--- config.mk ---
export PLATFORM = sky130hd
export DESIGN_NAME = rr_req_arbiter_n
export DESIGN_NICKNAME = d
export VERILOG_FILES = /design/src/rtl/rr_req_arbiter_n.sv
export SDC_FILE = /design/constraint.sdc
export NUM_CORES = 1
export LEC_CHECK = 0
export ABC_AREA = 1
export CAP_MARGIN = 20
export CORE_AREA = 2 2 134 136
export DETAILED_ROUTE_END_ITERATION = 16
export DIE_AREA = 0 0 136 138
export PLACE_DENSITY_LB_ADDON = 0.05
export SETUP_SLACK_MARGIN = 0.4
export SLEW_MARGIN = 20
export SYNTH_ARGS = -nofsm -noshare
export SYNTH_HDL_FRONTEND = slang
export SYNTH_SLANG_ARGS = --single-unit
--- constraint.sdc ---
create_clock -name clk -period 3.1 [get_ports clk]
set_input_delay 0.775 -clock clk [delete_from_list [all_inputs] [get_ports clk]]
set_output_delay 0.775 -clock clk [all_outputs]
set_load 0.02 [all_outputs]
--- src/rtl/rr_req_arbiter_n.sv ---
// N-master round-robin request arbiter for one slave port: grants one waiting master,
// registers its command/address/write data, and holds it until the slave acknowledges.
module rr_req_arbiter_n #(
    parameter int          N_MST     = 4,
    parameter int          AW        = 32,
    parameter int          DW        = 32,
    parameter int          SW        = 1,
    parameter logic [1:0]  WAIT_CODE = 2'd1,
    localparam int         GW        = (N_MST > 1) ? $clog2(N_MST) : 1
) (
    input  logic                  clk,
    input  logic                  reset,
    input  logic [SW-1:0]         s_no,
    input  logic [2*N_MST-1:0]    req_stat,
    input  logic [SW*N_MST-1:0]   sfor,
    input  logic [N_MST-1:0]      cmd,
    input  logic [AW*N_MST-1:0]   addr,
    input  logic [DW*N_MST-1:0]   wdata,
    input  logic                  s_ack,
    output logic [N_MST-1:0]      perm,
    output logic                  busy,
    output logic [GW-1:0]         grant_id,
    output logic [AW-1:0]         addr_to,
    output logic                  cmd_to,
    output logic [DW-1:0]         wdata_to
);

    typedef enum logic {
        ST_IDLE = 1'b0,
        ST_BUSY = 1'b1
    } state_t;

    state_t             r_state;
    state_t             w_state_next;
    logic               w_grant;

    logic [GW-1:0]      r_last;
    logic [N_MST-1:0]   r_perm;
    logic [GW-1:0]      r_grant_id;
    logic [AW-1:0]      r_addr_to;
    logic               r_cmd_to;
    logic [DW-1:0]      r_wdata_to;

    logic [N_MST-1:0]   w_elig;
    logic               w_found;
    logic [GW-1:0]      w_win;
    logic [GW-1:0]      w_idx;
    logic [N_MST-1:0]   w_onehot;

    always_comb begin
        w_elig = '0;
        for (int i = 0; i < N_MST; i++) begin
            w_elig[i] = (sfor[i*SW +: SW] == s_no) && (req_stat[2*i +: 2] == WAIT_CODE);
        end
    end

    // Scan starts just after the previous winner, so only the winner drops to lowest
    // priority and every loser keeps its relative order.
    always_comb begin
        // NOTE: every combinational output gets a default first so no path infers a latch.
        w_found = 1'b0;
        w_win   = '0;
        w_idx   = '0;
        for (int k = 1; k <= N_MST; k++) begin
            w_idx = GW'((int'(r_last) + k) % N_MST);
            if (!w_found && w_elig[w_idx]) begin
                w_found = 1'b1;
                w_win   = w_idx;
            end
        end
    end

    assign w_onehot = {{(N_MST-1){1'b0}}, 1'b1} << w_win;

    always_comb begin
        w_state_next = r_state;
        w_grant      = 1'b0;
        case (r_state)
            ST_IDLE: begin
                if (w_found) begin
                    w_state_next = ST_BUSY;
                    w_grant      = 1'b1;
                end
            end
            ST_BUSY: begin
                if (s_ack) begin
                    w_state_next = ST_IDLE;
                end
            end
            default: w_state_next = ST_IDLE;
        endcase
    end

    always_ff @(posedge clk or negedge reset) begin
        if (!reset) begin
            r_state <= ST_IDLE;
        end else begin
            // NOTE: sequential state uses non-blocking assignments so all flops update together.
            r_state <= w_state_next;
        end
    end

    always_ff @(posedge clk or negedge reset) begin
        if (!reset) begin
            r_last     <= GW'(N_MST - 1);
            r_perm     <= '0;
            r_grant_id <= '0;
            r_addr_to  <= '0;
            r_cmd_to   <= 1'b0;
            r_wdata_to <= '0;
        end else if (w_grant) begin
            r_last     <= w_win;
            r_perm     <= w_onehot;
            r_grant_id <= w_win;
            r_addr_to  <= addr[int'(w_win)*AW +: AW];
            r_cmd_to   <= cmd[w_win];
            r_wdata_to <= wdata[int'(w_win)*DW +: DW];
        end else begin
            r_perm     <= '0;
        end
    end

    assign perm     = r_perm;
    assign busy     = (r_state == ST_BUSY);
    assign grant_id = r_grant_id;
    assign addr_to  = r_addr_to;
    assign cmd_to   = r_cmd_to;
    assign wdata_to = r_wdata_to;

endmodule

# Yosys cells after proc, flatten, opt, wreduce, memory -nomap -nowiden
# Index checks and enable logic that the tools add are counted.
# Widths: inputs -> output; s select.
[word_totals] regBits=74 inputBits=276 out_inout_bits=72
[classes] reduce_logical=10 eq_ne=8 n_bitwise=1 n_mux=23 order_cmp=5 shift=3 addsub=4
[ops] op="$shiftx 128x8->32" n=2
[ops] op="$lt 2x3->1 const B" n=5
[ops] op="$mux 1" n=12
[ops] op="$bmux 1 s2" n=5
[ops] op="$eq 2x1->1 const B" n=4
[ops] op="$mux 2" n=4
[ops] op="$logic_and 1x1->1" n=7
[ops] op="$add 2x1->2 const B" n=2
[ops] op="$add 2x2->2 const B" n=2
[ops] op="$eq 1x1->1" n=4
[ops] op="$mux 4" n=1
[ops] op="$shl 1x2->4 const A" n=1
[ops] op="$logic_not 1->1" n=3
[ops] op="$pmux 1 s2" n=1
[ops] op="$not 1->1" n=1

# Longest topological paths before layout
[logic_depth] word_depth=17 mapped_depth=17 mapped_depth_nobuf=15

# Least setup slack after synthesis
# No wires, ideal clock.
[synth_path] path_kind="input -> register" from="input s_no" to="register r_addr_to[0] (netlist: addr_to[0])" cell_stages=14 setup_slack_ns=0.938 required_time_ns=2.976 path_buffers=2 t_arrival_ns=2.038 setup_time_ns=0.124 cell_sequence="inv_2 > nand2_1 > nand2_1 > nand3_1 > nand2_2 > nand2_1 > a21boi_2 > nand3_2 > nand2_2 > inv_2 > buf_6 > buf_4 > nand2_1 > nand3_1"
[synth_via] elab_chain_cells=16 word_cells_on_any_way=33 classes_between="eq/ne (4); shift (1); mux (18); reduce/logical (10)"
[synth_rtl] element="from (decl)" line_no="13" text="input logic [SW-1:0] s_no,"
[synth_rtl] element="parallel branches: the longest is 16 deep, another holds $bmux 1 s2"
[synth_rtl] element="to (signal assigned)" line_no="115" text="r_addr_to <= addr[int'(w_win)*AW +: AW];"
[synth_rtl] element="to (decl)" line_no="40" text="logic [AW-1:0] r_addr_to;"
# Parallel ways; which one is timed is not known. The select of a mux whose other input is x is not followed.
# A chain may end at the register's enable or synchronous reset.

# Final worst setup path
[layout_path] from="input sfor[3]" to="register r_addr_to[19] (netlist: addr_to[19])"
[layout_via] elab_chain_cells=16 word_cells_on_any_way=27 classes_between="eq/ne (1); shift (1); mux (18); reduce/logical (7)"
[layout_rtl] element="from (decl)" line_no="15" text="input logic [SW*N_MST-1:0] sfor,"
[layout_rtl] element="$eq 1x1->1 *" line_no="53" text="w_elig[i] = (sfor[i*SW +: SW] == s_no) && (req_stat[2*i +: 2] == WAIT_CODE);"
[layout_rtl] element="$logic_and 1x1->1 *" line_no="53"
[layout_rtl] element="parallel branches: the longest is 14 deep, another holds $bmux 1 s2"
# Every way passes the cells marked *. The select of a mux whose other input is x is not followed.

==> results.md <==
* Synth Net Count at 1158
* Fin worst setup slack at 0.545 ns
* Die Wd at about 140 um
* Pin count of the biggest net entering global routing at 76
* Synth area leader: nand2_1
* Hold Path Class: input pin to async pin
* Residual DRC at 0
* Tightest Pin Transition at between 0.6 and 0.7 ns
* Area of the core at approximately 18000 sq um
* Fin crit period at between 2 and 3 ns
* Mean post-synth cell area at 6.12 sq um
* ANT nets after route at 0
* Vias per Instance at ~4.7
* Die footprint at 18800 sq um
* ANT cells at 0
* CTS Buffer Depth at 2
* Area contributors post-synth: nand2_1, dfrtp_1, nand3_1
* Most common cell after layout, fill and taps aside: nand2_1
* Most frequent cells in the layout: nand2_1, clkdlybuf4s50_1, nand3_1
* CTS tree: yes
* Post-DP HPWL at 16300 um
* P&R area growth vs syn at 76.5%
* Arrival @ worst endpoint at about 2.8 ns
* Post-Synthesis Cells at 882
* Routed WL per cell at between 15 and 20 um
* Peak supply drop at between 700 and 800 uV
* Clock Skews at between 0.004 and 0.005 ns
* Synth cell types at 21
* Layout cells sized above 1 at approximately 4.7%
* Vias in the first global route at between 6k and 7k
* Endpoints failing hold at 0
* Design Power at 8.82 mW
* Synth Register Bits at between 70 and 80
* Placer Congestion at about 0.82
* CTS buffer count at 9
* GR Util met2 at between 30% and 40%
* Seq/Total Area, Yosys at between 30 and 40%
* Clock Pin Slew Worst Setup and Hold Paths at roughly 0.06 ns
* Total GRT Usage at 23.6%
* Peak Freq at a little under 0.4 GHz
* Lkg Pwr at around 4.6 nW
* Placement Rows at 49
* Required time of the critical path at between 3 and 4 ns
* CP Launch Type: input pin
* Root buffer cell: clkbuf_16
* First-pass GRT wire length at about 35000 um
* H-tree lvl count at 3
* Routed Wire Length at approximately 24000 um
* Initial DRC Count at 353
* DP Worst Slack at about 0.15 ns
* Final setup vio count at 0
* Max-cap viol count at 0
* Die Height at ~140 um
* Setup TNS Final at 0 ns
* Initial Util at 30.8%
* Unrepaired setup endpoints after global routing: yes
* Grt ovf at 0
* I/O pins at 348
* Clock Sinks at 74
* Final nets at between 1k and 1.5k
* PwrDens at a little over 900 nW/um^2
* Met1 Use GR at roughly 29%
* Final slew viol count at 0
* Crit path kind: input pin to flip-flop
* Antenna violations before repair at 0
* Share of the synthesized area in the top cell type at between 30% and 40%
* Final clock period utilization by the worst path at slightly above 80%
* Yosys warns at 0
* Grt met3 use at between 6 and 7%
* Post-synthesis cell area at ~5400 sq um
* IO buf count at around 350
* Hold Buf Count CTS at 0
* R2R Setup Slk at slightly above 0.8 ns
* CP Max Fanout at 26
* Worst setup EP type: flip-flop
* Slew HR at 59.8%
* Global-route layer with the greatest usage: met2
* Outcome: complete, no violations
* Total iterations of the first detailed-routing run at 4
* Clock Latency Late Sink at between 0.3 and 0.4 ns
* Vias at around 6.8k
critical path, stage by stage:
cell and delay, ns:
clkdlybuf4s50_1 0.48, inv_1 0.04, nand2_1 0.06, nand2_1 0.06
nand3_1 0.10, nand2_2 0.10, nand2_1 0.08, nand2_1 0.06
nor2_1 0.08, nand2_1 0.09, nand2_4 0.18, nand2_8 0.14
clkbuf_16 0.23, nand2_1 0.07, nand2_1 0.06, nand2_1 0.06
nand3_1 0.08
flip-flops by register name, summed over array words and instances, names as in the netlist:
signal    count
addr_to      32
wdata_to     32
perm          4
grant_id      2
r_last        2
busy          1
cmd_to        1
where the power goes:
| part | switching [mW] | leakage [nW] | internal (mW) |
|---|---|---|---|
| Clock | 0.405 | 0.131 | 0.588 |
| Combinational | 3.53 | 3.51 | 2.61 |
| Sequential | 0.251 | 0.928 | 1.44 |
| Total | 4.19 | 4.57 | 4.63 |
cells in the mapped netlist:
| master | count |
|---|---|
| xnor2_2 | 1 |
| a31oi_1 | 1 |
| nand4_2 | 1 |
| nor3_1 | 1 |
| inv_2 | 5 |
| a21boi_2 | 1 |
| clkbuf_1 | 10 |
| buf_6 | 12 |
| nand2_2 | 6 |
| o21ai_0 | 3 |
| nand3_2 | 1 |
| nand3_1 | 207 |
| nor2_4 | 1 |
| buf_2 | 29 |
| dfrtp_1 | 72 |
| nand2_1 | 492 |
| dfstp_2 | 2 |
| nand4_1 | 3 |
| inv_1 | 13 |
| buf_4 | 13 |
| nor2_1 | 8 |
final timing paths:
path	from	cells past startpoint	end
max in group asynchronous	reset	2	r_last[1]
worst min-delay path	reset	1	addr_to[12]
worst max register to register	r_last[0]	14	addr_to[19]
min in group clk	grant_id[0]	2	grant_id[0]
worst max-delay path	sfor[3]	17	addr_to[19]
worst min register to register	grant_id[0]	2	grant_id[0]
routing by layer:
layer  wire (um)  part of all wire (%)
met1        9530                    40
met2       11500                    48
met3        2000                   8.4
met5           0                     0
met4         687                   2.9
what timing repair did:
action / in CTS / in global routing
buffers inserted: 0 / 2
endpoints found under the setup margin: 0 / 69
resized for setup: 0 / 8
cell type report:
type,instances,area [sq um]
Fill cell,1790,8020
Timing Repair Buffer,371,3940
Multi-Input combinational cell,726,3100
Sequential cell,74,1850
Tap cell,229,287
Clock buffer,16,272
Inverter,18,67.6
metrics by stage:
stage	hold slack (ns)	area, sq um	instances	utilization (%)
floorplan	0.479	5390	882	-
global placement	0.463	9060	1411	51.7
detailed placement	0.466	9060	1411	51.7
CTS	0.451	9340	1427	53.2
global route	0.477	9520	1434	54.3
finish	0.439	9520	1434	54.3
cell families after synthesis:
kind of cell	count (synthesis)	share of synthesized area, %
XOR/XNOR	1	0.302
AND/OR/NAND/NOR	720	55.8
flip-flops	74	34.4
buffers and inverters	82	8.95
AO/OA/AOI/OAI	5	0.603
Note: power is estimated with default switching activity, not from simulation.
